`src/rtl/stream_rr_arbiter_if.sv`:
```
// Stream bundle: NUM_SRC input streams plus the single arbitrated output stream.
interface stream_rr_arbiter_if #(
  parameter int DATA_WD = 4,
  parameter int NUM_SRC = 4,
  parameter int ID_WD   = 2
);
  logic [NUM_SRC-1:0]         s_valid;
  logic [NUM_SRC*DATA_WD-1:0] s_data;
  logic [NUM_SRC-1:0]         s_last;
  logic [NUM_SRC-1:0]         s_ready;
  logic                       m_valid;
  logic [DATA_WD-1:0]         m_data;
  logic                       m_last;
  logic [ID_WD-1:0]           m_id;
  logic                       m_ready;

  modport master (
    input  s_valid, s_data, s_last, m_ready,
    output s_ready, m_valid, m_data, m_last, m_id
  );

  modport slave (
    output s_valid, s_data, s_last, m_ready,
    input  s_ready, m_valid, m_data, m_last, m_id
  );
endinterface

```
`src/rtl/stream_rr_arbiter.sv`:
```
// Packet round-robin arbiter onto one registered output; grant held first..last beat, one IDLE bubble per packet.
// STREAM_ARB_STATS_EN adds pkt_cnt (16-bit completed-packet counter); backpressure: held output beat stalls the grantee.
module stream_rr_arbiter #(
  parameter int DATA_WD = 4,
  parameter int NUM_SRC = 4,
  parameter int ID_WD   = 2
) (
  input  logic                clk,
  input  logic                rst_n,
  stream_rr_arbiter_if.master bus
`ifdef STREAM_ARB_STATS_EN
  ,
  output logic [15:0]         pkt_cnt
`endif
);

  typedef enum logic {IDLE, BUSY} state_t;

  state_t             state, state_nxt;
  logic [ID_WD-1:0]   gnt, gnt_nxt;
  logic [ID_WD-1:0]   ptr, ptr_nxt;
  logic [ID_WD-1:0]   pick, cand;
  logic               any_req;
  logic               out_rdy;
  logic               accept;
  logic               beat_vld;
  logic               beat_last;
  logic [DATA_WD-1:0] beat_data;

  // ptr + off modulo NUM_SRC; off ranges 1..NUM_SRC so one subtraction suffices.
  function automatic logic [ID_WD-1:0] wrap_idx(input logic [ID_WD-1:0] base, input int off);
    int sum;
    sum = int'(base) + off;
    if (sum >= NUM_SRC) sum = sum - NUM_SRC;
    return sum[ID_WD-1:0];
  endfunction

  assign out_rdy = !bus.m_valid || bus.m_ready;

  // Scan from the farthest offset down so the nearest requester after ptr wins.
  always_comb begin
    pick    = '0;
    cand    = '0;
    any_req = 1'b0;
    for (int k = NUM_SRC; k >= 1; k--) begin
      cand = wrap_idx(ptr, k);
      if (bus.s_valid[cand]) begin
        pick    = cand;
        any_req = 1'b1;
      end
    end
  end

  always_comb begin
    beat_vld  = 1'b0;
    beat_last = 1'b0;
    beat_data = '0;
    for (int i = 0; i < NUM_SRC; i++) begin
      if (gnt == i[ID_WD-1:0]) begin
        beat_vld  = bus.s_valid[i];
        beat_last = bus.s_last[i];
        beat_data = bus.s_data[i*DATA_WD +: DATA_WD];
      end
    end
  end

  always_comb begin
    bus.s_ready = '0;
    if (state == BUSY) begin
      for (int i = 0; i < NUM_SRC; i++) begin
        bus.s_ready[i] = out_rdy && (gnt == i[ID_WD-1:0]);
      end
    end
  end

  assign accept = (state == BUSY) && beat_vld && out_rdy;

  always_comb begin
    state_nxt = state;
    gnt_nxt   = gnt;
    ptr_nxt   = ptr;
    case (state)
      IDLE: begin
        if (any_req) begin
          gnt_nxt   = pick;
          state_nxt = BUSY;
        end
      end
      BUSY: begin
        // Only the last beat releases the grant; a silent grantee stalls the arbiter.
        if (accept && beat_last) begin
          ptr_nxt   = gnt;
          state_nxt = IDLE;
        end
      end
      default: state_nxt = IDLE;
    endcase
  end

  always_ff @(posedge clk or negedge rst_n) begin
    if (!rst_n) begin
      state <= IDLE;
      gnt   <= '0;
      ptr   <= ID_WD'(NUM_SRC - 1);
    end else begin
      state <= state_nxt;
      gnt   <= gnt_nxt;
      ptr   <= ptr_nxt;
    end
  end

  always_ff @(posedge clk or negedge rst_n) begin
    if (!rst_n) begin
      bus.m_valid <= 1'b0;
      bus.m_data  <= '0;
      bus.m_last  <= 1'b0;
      bus.m_id    <= '0;
    end else if (accept) begin
      bus.m_valid <= 1'b1;
      bus.m_data  <= beat_data;
      bus.m_last  <= beat_last;
      bus.m_id    <= gnt;
    end else if (bus.m_ready) begin
      bus.m_valid <= 1'b0;
    end
  end

`ifdef STREAM_ARB_STATS_EN
  always_ff @(posedge clk or negedge rst_n) begin
    if (!rst_n) begin
      pkt_cnt <= '0;
    end else if (accept && beat_last) begin
      pkt_cnt <= pkt_cnt + 16'd1;
    end
  end
`endif

endmodule

```
`src/flat_wrapper.sv`:
```
// flat-port wrapper written by rule: the top's interface ports become plain ports
module stream_rr_arbiter_flat 
#(
  parameter int DATA_WD = 4,
  parameter int NUM_SRC = 4,
  parameter int ID_WD   = 2
)
  (clk, rst_n, bus_s_valid, bus_s_data, bus_s_last, bus_m_ready, bus_s_ready, bus_m_valid, bus_m_data, bus_m_last, bus_m_id);
  stream_rr_arbiter_if #(.DATA_WD(DATA_WD), .NUM_SRC(NUM_SRC), .ID_WD(ID_WD)) bus_i ();
  input  logic clk;
  input  logic rst_n;
  input wire logic [$bits(bus_i.s_valid)-1:0] bus_s_valid;
  input wire logic [$bits(bus_i.s_data)-1:0] bus_s_data;
  input wire logic [$bits(bus_i.s_last)-1:0] bus_s_last;
  input wire logic [$bits(bus_i.m_ready)-1:0] bus_m_ready;
  output wire logic [$bits(bus_i.s_ready)-1:0] bus_s_ready;
  output wire logic [$bits(bus_i.m_valid)-1:0] bus_m_valid;
  output wire logic [$bits(bus_i.m_data)-1:0] bus_m_data;
  output wire logic [$bits(bus_i.m_last)-1:0] bus_m_last;
  output wire logic [$bits(bus_i.m_id)-1:0] bus_m_id;
  assign bus_i.s_valid = bus_s_valid;
  assign bus_i.s_data = bus_s_data;
  assign bus_i.s_last = bus_s_last;
  assign bus_i.m_ready = bus_m_ready;
  assign bus_s_ready = bus_i.s_ready;
  assign bus_m_valid = bus_i.m_valid;
  assign bus_m_data = bus_i.m_data;
  assign bus_m_last = bus_i.m_last;
  assign bus_m_id = bus_i.m_id;
  stream_rr_arbiter #(.DATA_WD(DATA_WD), .NUM_SRC(NUM_SRC), .ID_WD(ID_WD)) u_core (.clk(clk), .rst_n(rst_n), .bus(bus_i));
endmodule
```
`config.mk`:
```
export PLATFORM = sky130hd
export DESIGN_NAME = stream_rr_arbiter_flat
export DESIGN_NICKNAME = d
export VERILOG_FILES = /design/src/rtl/stream_rr_arbiter_if.sv /design/src/rtl/stream_rr_arbiter.sv /design/src/flat_wrapper.sv
export SDC_FILE = /design/constraint.sdc
export NUM_CORES = 1
export LEC_CHECK = 0
export CAP_MARGIN = 40
export CORE_MARGIN = 5
export CORE_UTILIZATION = 42
export CTS_CLUSTER_DIAMETER = 50
export DETAILED_ROUTE_END_ITERATION = 16
export PLACE_DENSITY_LB_ADDON = 0.25
export SYNTH_ARGS = -nofsm -noshare
export SYNTH_HDL_FRONTEND = slang
export SYNTH_SLANG_ARGS = --single-unit
export TNS_END_PERCENT = 1
```
`constraint.sdc`:
```
create_clock -name clk -period 4 [get_ports clk]
set_input_delay 1 -clock clk [delete_from_list [all_inputs] [get_ports clk]]
set_output_delay 1 -clock clk [all_outputs]
set_load 0.005 [all_outputs]
```
==> summary.txt, run 1 <==
Floorplan
  • Top-level I/O count: 39
  • Num rows: 15
  • Initial Util: 44.68%
  • Die W: 53.32 um
  • Die area: 0.002843 mm2
  • Core area: 0.001764 mm2
  • Die Ht: 53.32 um

STA
  • Final setup fails: 0
  • Unrepaired setup endpoints after global routing: false
  • Tcrit/Tclk final: 87.83%
  • Fin Hold WS: 0.4788 ns
  • Relative slew slack: 61.50%
  • Slew Viols, Final: 0
  • Setup TNS: 0 ns
  • Worst-Margin Slew: 0.5756 ns
  • Worst Skew: 0.001933 ns
  • Min Tclk post-route: 3.513 ns
  • Max Freq: 284.6 MHz
  • Final hold viol count: 0

Detailed routing
  • DRC errors left: 0
  • Total Routed Length: 1.982 mm
  • DRT iter0 DRCs: 14
  • Via total after detailed routing: 684
  • Mean number of vias per cell: 5.302
  • Wire per inst: 15.36 um
  • ANT nets after route: 0
  • Total iterations of the first detailed-routing run: 4

CTS
  • Clock buffer count from CTS: 3
  • Clk pin slew, worst setup/hold paths: 0.08 ns
  • Maximum level of the CTS H-tree: 1
  • Hold_buf cts: 0
  • Post-CTS sizing: 0
  • Root Buffer: clkbuf_4
  • CTS Sinks: 13
  • CTS tree: done
  • Worst skew pair latency: 0.27 ns
  • Setup Buffers After CTS: 0
  • Clock Path Buffers: 2

Run status
  • Status: completed

Yosys
  • Largest area contributor in the synthesized netlist: dfrtp_1
  • Average cell area after synthesis: 12.13 um2
  • Post-Synthesis Cells: 65
  • Post-synthesis sequential area ratio: 41.59%
  • Commonest register cell after synthesis: dfrtp_1
  • Post-synth EDFFs: 0
  • Top-area cell type share of the netlist area: 34.92%
  • Syn_nets: 92
  • Yosys reg bits: 13
  • Netlist cell types: 24
  • Total of warnings raised by yosys: 0
  • Top area cells in the synthesized netlist: dfrtp_1, mux4_1, mux2_2
  • Asr flop ratio synth: 100.0%
  • Mapped cell area: 788.3 um2

Global routing
  • GR Util All Layers: 16.37%
  • Vias in the first global route: 746
  • Largest net degree at the start of global routing: 14
  • Initial antenna violation count: 0
  • First-pass GRT wire length: 3.318 mm
  • Overflow after GRT: 0

Power
  • Max IR drop VDD: 382.8 uV
  • PD cells: 642.8 mW/mm2
  • Leak: 0.4919 nW

Setup path
  • CP Capture Type: output pin
  • Startpoint Class: input pin
  • CP Max Fanout: 5
  • R2r setup slk: 2.05 ns
  • Critical Path AT: 2.51 ns
  • Worst path required time: 3.00 ns
  • WS Path Type: input pin to output pin

Finish
  • Nets: 132
  • Area Growth Syn to Fin: 52.86%
  • N_diodes: 0
  • Share of post-route cells with drive strength above 1: 15.38%

Placement
  • Gpl congestion: 0.7685
  • HPWL after detailed placement: 1.634 mm
  • Port Buf Inserts: 38

Hold path
  • Hold Crit Class: flop to flop

Flow run
  • Max-cap viol count: 0
-- cells in the final DEF (no fill, tap or decap), types with 2 or more instances in the layout --
cell             synthesis  layout
dfstp_2                  2       2
nand2_1                  8       8
o21ai_0                  4       4
clkbuf_4                 0       3
mux4_1                   4       4
nand2b_1                 4       4
clkdlybuf4s50_1          0      38
mux2i_1                  2       2
a21oi_1                  3       3
dfrtp_1                 11      11
mux2_2                   5       5
inv_1                    2       2
nor2_1                   4       4
nor3_1                   2       2
mux4_2                   2       2
-- report_power, final --
| group | total (W) | internal (W) | switching (W) |
|---|---|---|---|
| clock | 0.0000827 | 0.0000386 | 0.0000442 |
| combinational | 0.000402 | 0.000263 | 0.000139 |
| sequential | 0.000290 | 0.000205 | 0.0000846 |
| total | 0.000775 | 0.000507 | 0.000268 |
-- cell type report --
type | count | area [um2]
Multi-Input combinational cell | 47 | 431.7
Tap cell | 25 | 31.28
Clock buffer | 4 | 26.28
Timing Repair Buffer | 38 | 380.4
Inverter | 2 | 7.507
Fill cell | 170 | 559.3
Sequential cell | 13 | 327.8
-- registers in the layout, summed over array words and instances, names as in the netlist --
| name | cells |
|---|---|
| u_core.bus.m_data | 4 |
| u_core.bus.m_id | 2 |
| u_core.gnt | 2 |
| u_core.ptr | 2 |
| u_core.bus.m_last | 1 |
| u_core.bus.m_valid | 1 |
| u_core.state | 1 |
-- cell families after synthesis --
kind of cell	count (synthesis)	synth area share, %
buffers and inverters	5	3.651
and+or+nand+nor	22	15.55
muxes	14	30.63
DFF	13	41.59
AOI/OAI and AO/OA	11	8.572
-- synthesized netlist by cell type (2+ instances only) --
cell type,count
o21ai_0,4
nor3_1,2
nand2_1,8
mux4_1,4
mux4_2,2
mux2i_1,2
a21oi_1,3
dfrtp_1,11
inv_1,2
dfstp_2,2
nor2_1,4
mux2_2,5
buf_2,2
nand2b_1,4
-- worst max-delay path, stage by stage --
cell and delay (ns):
clkdlybuf4s50_1 0.45, nand2b_1 0.24, nand3_1 0.17, nor2_1 0.14
clkdlybuf4s50_1 0.52
-- path summary, 6_finish.rpt --
path,cells past startpoint,endpoint,start
worst max-delay path,5,bus_s_ready[3],bus_m_ready
worst min-delay path,2,u_core.bus.m_last$_DFFE_PN0P_,u_core.bus.m_last$_DFFE_PN0P_
worst max register to register,3,u_core.bus.m_data[1]$_DFFE_PN0P_,u_core.gnt[0]$_DFFE_PN0P_
worst min register to register,2,u_core.bus.m_last$_DFFE_PN0P_,u_core.bus.m_last$_DFFE_PN0P_
max in group asynchronous,1,u_core.ptr[1]$_DFFE_PN1P_,rst_n
min in group asynchronous,1,u_core.bus.m_id[1]$_DFFE_PN0P_,rst_n
-- per-layer routing --
metal	share of wire, %	global-route usage, %
met5	0	0
met2	52	30.20
met1	39	17.37
met4	2.0	5.106
met3	7.3	5.070
-- through the flow --
step,std cells,cell area [um2],power (W),utilization [%],setup slack (ns)
6_report,129,1205,0.0007746,68.30,0.4866
5_1_grt,129,1205,0.0008311,68.30,0.4134
4_1_cts,129,1205,0.0007858,68.30,0.4743
3_5_place_dp,125,1179,0.0007027,66.81,0.4855
3_3_place_gp,125,1179,0.0006885,66.81,0.5225
2_1_floorplan,65,788.3,0.0005214,-,1.530
Power figures use the tool's default switching activity.
==> run 2: changes to the inputs <==
--- a/config.mk
+++ b/config.mk
@@ -6,7 +6,6 @@
 export NUM_CORES = 1
 export LEC_CHECK = 0
 export CAP_MARGIN = 40
-export CORE_MARGIN = 5
 export CORE_UTILIZATION = 42
 export CTS_CLUSTER_DIAMETER = 50
 export DETAILED_ROUTE_END_ITERATION = 16
==> run 2 against run 1 <==
  * Die area is 28% lower
  * Final cell count did not move
  * Clock power barely moved
  * Wire length down 9.0%
  * Sequential power about the same
  * First-iteration DRC count fell by 50%
  * Global-route usage grew 4.9 points
  * Critical endpoint unchanged
  * Maximum frequency is 0.30% lower
  * Worst setup slack got worse by 0.010 ns
  * Critical path type unchanged
  * Critical path depth is the same
  * Register-to-register slack better by 0.02 ns
  * Count of clock-buffer cells in the layout unchanged
==> summary.txt, run 2 (synthesis results as in run 1) <==
Run status
  • Status: completed

Global routing
  • GR Util All Layers: 21.30%
  • Initial antenna violation count: 0
  • First-pass GRT wire length: 3.029 mm
  • Overflow after GRT: 0
  • Vias in the first global route: 670
  • Largest net degree at the start of global routing: 14

Finish
  • Nets: 132
  • Area Growth Syn to Fin: 52.86%
  • Fin util: 69.03%
  • Share of post-route cells with drive strength above 1: 15.38%
  • FILL cells: 143
  • Biggest register: u_core.bus.m_data
  • Commonest non-fill, non-tap cell in the layout: clkdlybuf4s50_1
  • Highest-count cells in the layout ignoring fill and taps: clkdlybuf4s50_1, dfrtp_1, nand2_1, mux2_2
  • Post-route design area: 0.001205 mm2
  • Max reg flops: 4
  • N_diodes: 0

STA
  • Relative slew slack: 60.77%
  • Slew Viols, Final: 0
  • Final WS setup: 0.4762 ns
  • Setup TNS: 0 ns
  • Unrepaired setup endpoints after global routing: false
  • Min Tclk post-route: 3.524 ns
  • Final hold viol count: 0
  • Max Freq: 283.8 MHz
  • Worst-Margin Slew: 0.5866 ns
  • Fin Hold WS: 0.4820 ns
  • Worst Skew: 0.001824 ns
  • Final setup fails: 0
  • Tcrit/Tclk final: 88.09%

Detailed routing
  • DRC errors left: 0
  • Via total after detailed routing: 668
  • Total Routed Length: 1.804 mm
  • Wire per inst: 13.98 um
  • Mean number of vias per cell: 5.178
  • Total iterations of the first detailed-routing run: 4
  • ANT nets after route: 0
  • DRT iter0 DRCs: 7

Hold path
  • Hold worst-path end: u_core.bus.m_id[1]$_DFFE_PN0P_
  • Hold path depth: 2
  • Hold Crit Class: flop to flop
  • Hold Crit Start: u_core.bus.m_id[1]$_DFFE_PN0P_

Setup path
  • CP Max Fanout: 5
  • Worst path required time: 3.00 ns
  • Most Frequent Cell on Critical Path: clkdlybuf4s50_1
  • WS Path Type: input pin to output pin
  • CP Capture Type: output pin
  • Worst R2R End: u_core.bus.m_data[3]$_DFFE_PN0P_
  • Worst path max stage delay: 0.51 ns
  • Startpoint Class: input pin
  • CP max-delay cell: clkdlybuf4s50_1
  • Crit-path cells: clkdlybuf4s50_1, nand2b_1, nand3_1, nor2_1, clkdlybuf4s50_1
  • R2r setup slk: 2.07 ns
  • Top Family by Delay on Critical Path: buffers and inverters
  • Worst Path Buf+Inv: 2
  • Reg2reg start: u_core.gnt[0]$_DFFE_PN0P_
  • Critical Path AT: 2.52 ns
  • R2R cell count: 3

CTS
  • Clock Path Buffers: 2
  • Maximum level of the CTS H-tree: 1
  • Root Buffer: clkbuf_4
  • Post-CTS sizing: 0
  • Worst skew pair latency: 0.27 ns
  • CTS tree: done
  • Setup Buffers After CTS: 0
  • Hold_buf cts: 0
  • Clock buffer count from CTS: 3
  • CTS Sinks: 13
  • Clk pin slew, worst setup/hold paths: 0.08 ns

Placement
  • Gpl congestion: 0.7476
  • Worst slack, placed: 0.4949 ns
  • Port Buf Inserts: 38
  • Cell Area, Placed: 0.001179 mm2
  • HPWL after detailed placement: 1.400 mm

Floorplan
  • Num rows: 15
  • Die W: 45.32 um
  • Core area: 0.001745 mm2
  • Die area: 0.002054 mm2
  • Die Ht: 45.32 um
  • Top-level I/O count: 39
  • Initial Util: 45.16%

Power
  • Clock Power Share: 10.7%
  • Leak: 0.4919 nW
  • Comb pwr share: 51.8%
  • Max IR drop VDD: 314.0 uV
  • Sw frac: 34.31%
  • NetSw: 0.0002645 W
  • Flop pwr share: 37.5%
  • Internal power: 0.0005064 W
  • PD cells: 639.8 mW/mm2

Flow run
  • Max-cap viol count: 0
-- run 2: cell counts in the layout (fill, tap and decap cells not counted) --
Identical to the previous run, type by type.
-- run 2: per-layer routing --
metal,GRT usage [%],vias to the layer above,routed length (um)
li1,-,325,-
met1,25.70,316,747
met2,35.65,25,947
met3,4.400,2,89
met4,10.91,0,19
met5,0,-,0
-- run 2: final cells by class --
class / count / area [um2] / share of cell area (%)
Multi-Input combinational cell: 47 / 431.7 / 35.83
Timing Repair Buffer: 38 / 380.4 / 31.57
Sequential cell: 13 / 327.8 / 27.21
Tap cell: 25 / 31.28 / 2.596
Clock buffer: 4 / 26.28 / 2.181
Inverter: 2 / 7.507 / 0.6231
-- run 2: worst max path at each step --
stage / from / to / slack (ns) / cells past startpoint
3_3_place_gp: bus_m_ready / bus_s_ready[1] / 0.51 / 5
5_1_grt: bus_m_ready / bus_s_ready[3] / 0.39 / 5
6_report: bus_m_ready / bus_s_ready[3] / 0.48 / 5
3_5_place_dp: bus_m_ready / bus_s_ready[3] / 0.49 / 5
2_1_floorplan: bus_m_ready / bus_s_ready[0] / 1.53 / 3
4_1_cts: bus_m_ready / bus_s_ready[3] / 0.47 / 5
-- run 2: worst reg2reg max path, delay by kind of cell (launching register included) --
| kind | cells | cell delay [ns] |
|---|---|---|
| flip-flops | 1 | 0.63 |
| multiplexers | 2 | 0.99 |
| AND/OR/NAND/NOR | 1 | 0.20 |
-- run 2: power by group through the flow --
| stage | clock, W | combinational [W] | sequential [W] |
|---|---|---|---|
| 2_1_floorplan | 0 | 0.000276 | 0.000246 |
| 3_3_place_gp | 0 | 0.000393 | 0.000290 |
| 3_5_place_dp | 0 | 0.000403 | 0.000293 |
| 4_1_cts | 0.0000867 | 0.000405 | 0.000291 |
| 5_1_grt | 0.0000921 | 0.000436 | 0.000303 |
| 6_report | 0.0000826 | 0.000400 | 0.000289 |
-- run 2: through the flow --
| step | std cells | power [W] |
|---|---|---|
| global route | 129 | 0.0008307 |
| detailed placement | 125 | 0.0006962 |
| floorplan | 65 | 0.0005214 |
| global placement | 125 | 0.0006826 |
| finish | 129 | 0.0007709 |
| CTS | 129 | 0.0007822 |
==> run 3: changes to the inputs <==
--- a/config.mk
+++ b/config.mk
@@ -6,6 +6,7 @@
 export NUM_CORES = 1
 export LEC_CHECK = 0
 export CAP_MARGIN = 40
+export CORE_MARGIN = 4
 export CORE_UTILIZATION = 42
 export CTS_CLUSTER_DIAMETER = 50
 export DETAILED_ROUTE_END_ITERATION = 16
==> run 3 against run 2 <==
  * Largest cell class unchanged
  * Highest routed layer unchanged
  * Non-clock buffer count unchanged
  * First-iteration DRC count increased by 14%
  * Worst hold slack got worse by 0.0035 ns
  * Global-route usage decreased by 4.2 points
  * Utilization unchanged
  * Final cell count unchanged
==> summary.txt, run 3 (synthesis results as in run 1) <==
Power
  • Sw frac: 34.41%
  • Flop pwr share: 37.7%
  • Max IR drop VDD: 374.0 uV
  • Clock Power Share: 10.4%
  • NetSw: 0.0002656 W
  • Internal power: 0.0005063 W
  • PD cells: 640.7 mW/mm2
  • Leak: 0.4919 nW
  • Comb pwr share: 51.9%

CTS
  • Maximum level of the CTS H-tree: 1
  • Root Buffer: clkbuf_4
  • Worst skew pair latency: 0.27 ns
  • Setup Buffers After CTS: 0
  • Post-CTS sizing: 0
  • CTS Sinks: 13
  • Clk pin slew, worst setup/hold paths: 0.07 ns
  • Hold_buf cts: 0
  • Clock Path Buffers: 2
  • CTS tree: done
  • Clock buffer count from CTS: 3

Placement
  • Cell Area, Placed: 0.001179 mm2
  • Gpl congestion: 0.7428
  • Port Buf Inserts: 38
  • Worst slack, placed: 0.4899 ns
  • HPWL after detailed placement: 1.493 mm

Setup path
  • R2r setup slk: 2.06 ns
  • Worst path required time: 3.00 ns
  • Worst Path Buf+Inv: 2
  • CP max-delay cell: clkdlybuf4s50_1
  • Critical Path AT: 2.51 ns
  • Worst R2R End: u_core.bus.m_data[3]$_DFFE_PN0P_
  • Startpoint Class: input pin
  • Most Frequent Cell on Critical Path: clkdlybuf4s50_1
  • Reg2reg start: u_core.gnt[0]$_DFFE_PN0P_
  • CP Max Fanout: 5
  • Crit-path cells: clkdlybuf4s50_1, nand2b_1, nand2_1, nor3_1, clkdlybuf4s50_1
  • Crit path depth: 5
  • WS Path Type: input pin to output pin
  • CP Capture Type: output pin
  • R2R cell count: 3
  • Worst path max stage delay: 0.54 ns
  • Top Family by Delay on Critical Path: buffers and inverters

Finish
  • Nets: 132
  • Commonest non-fill, non-tap cell in the layout: clkdlybuf4s50_1
  • Share of post-route cells with drive strength above 1: 15.38%
  • Max reg flops: 4
  • N_diodes: 0
  • Area Growth Syn to Fin: 52.86%
  • Biggest register: u_core.bus.m_data
  • FILL cells: 146
  • Highest-count cells in the layout ignoring fill and taps: clkdlybuf4s50_1, dfrtp_1, nand2_1, mux2_2
  • Post-route design area: 0.001205 mm2

Global routing
  • Initial antenna violation count: 0
  • Met2 Use GR: 32.40%
  • Largest net degree at the start of global routing: 14
  • Grt peak-use layer: met2
  • Vias in the first global route: 755
  • Met3 GRT Util: 4.373%
  • First-pass GRT wire length: 3.312 mm
  • GR Util All Layers: 17.12%
  • Overflow after GRT: 0
  • Met1 usage in global routing: 17.84%

STA
  • Tcrit/Tclk final: 87.70%
  • Worst Skew: 0.005965 ns
  • Unrepaired setup endpoints after global routing: false
  • Slew Viols, Final: 0
  • Max Freq: 285.1 MHz
  • Worst-Margin Slew: 0.5880 ns
  • Relative slew slack: 60.68%
  • Setup TNS: 0 ns
  • Min Tclk post-route: 3.508 ns
  • Final WS setup: 0.4920 ns
  • Final setup fails: 0
  • Final hold viol count: 0

Flow run
  • Max-cap viol count: 0

Detailed routing
  • ANT nets after route: 0
  • DRC errors left: 0
  • Total iterations of the first detailed-routing run: 4
  • Wire per inst: 14.68 um
  • Mean number of vias per cell: 5.209
  • Total Routed Length: 1.894 mm
  • DRT iter0 DRCs: 8
  • Via total after detailed routing: 672

Floorplan
  • Num rows: 15
  • Core area: 0.001745 mm2
  • Initial Util: 45.16%
  • Die area: 0.002634 mm2
  • Die Ht: 51.32 um
  • Die W: 51.32 um
  • Top-level I/O count: 39

Hold path
  • Hold worst-path end: u_core.bus.m_last$_DFFE_PN0P_
  • Hold path depth: 2
  • Hold Crit Class: flop to flop
  • Hold Crit Start: u_core.bus.m_last$_DFFE_PN0P_

Run status
  • Status: completed
==> run 3: cell counts in the layout (fill, tap and decap cells not counted) <==
No cell type changed its count.
==> run 3: power by group through the flow <==
stage,Sequential (W),Combinational [W],Clock (W)
after floorplan,0.000246,0.000276,0
after global placement,0.000291,0.000396,0
after detailed placement,0.000292,0.000404,0
after CTS,0.000292,0.000406,0.0000830
after global routing,0.000306,0.000437,0.0000886
final,0.000291,0.000401,0.0000801
==> run 3: layer usage <==
| metal | vias up | part of all wire [%] |
|---|---|---|
| met5 | - | 0 |
| met4 | 0 | 1.0 |
| met3 | 2 | 7.2 |
| met2 | 29 | 53 |
| met1 | 321 | 38 |
| li1 | 320 | - |
==> run 3: worst max path at each step <==
| stage | start | endpoint | slack (ns) |
|---|---|---|---|
| 6_report | bus_m_ready | bus_s_ready[2] | 0.49 |
| 5_1_grt | bus_m_ready | bus_s_ready[3] | 0.34 |
| 4_1_cts | bus_m_ready | bus_s_ready[1] | 0.49 |
| 3_5_place_dp | bus_m_ready | bus_s_ready[1] | 0.49 |
| 3_3_place_gp | bus_m_ready | bus_s_ready[3] | 0.51 |
| 2_1_floorplan | bus_m_ready | bus_s_ready[0] | 1.53 |
==> run 3: area by class of cell <==
type | instances | area [um2] | area share [%]
Inverter | 2 | 7.507 | 0.6231
Timing Repair Buffer | 38 | 380.4 | 31.57
Tap cell | 25 | 31.28 | 2.596
Clock buffer | 4 | 26.28 | 2.181
Sequential cell | 13 | 327.8 | 27.21
Multi-Input combinational cell | 47 | 431.7 | 35.83
==> run 3: through the flow <==
| step | power, W | utilization (%) | hold slack (ns) | instances |
|---|---|---|---|---|
| 2_1_floorplan | 0.0005214 | - | 0.4711 | 65 |
| 3_3_place_gp | 0.0006870 | 67.53 | 0.4608 | 125 |
| 3_5_place_dp | 0.0006969 | 67.53 | 0.4653 | 125 |
| 4_1_cts | 0.0007809 | 69.03 | 0.4844 | 129 |
| 5_1_grt | 0.0008311 | 69.03 | 0.5107 | 129 |
| 6_report | 0.0007719 | 69.03 | 0.4785 | 129 |
==> run 3: tightest hold or removal path, stage by stage (launching register included) <==
cell and delay, ns:
dfrtp_1 0.35, nand2_1 0.05, nand2_1 0.05
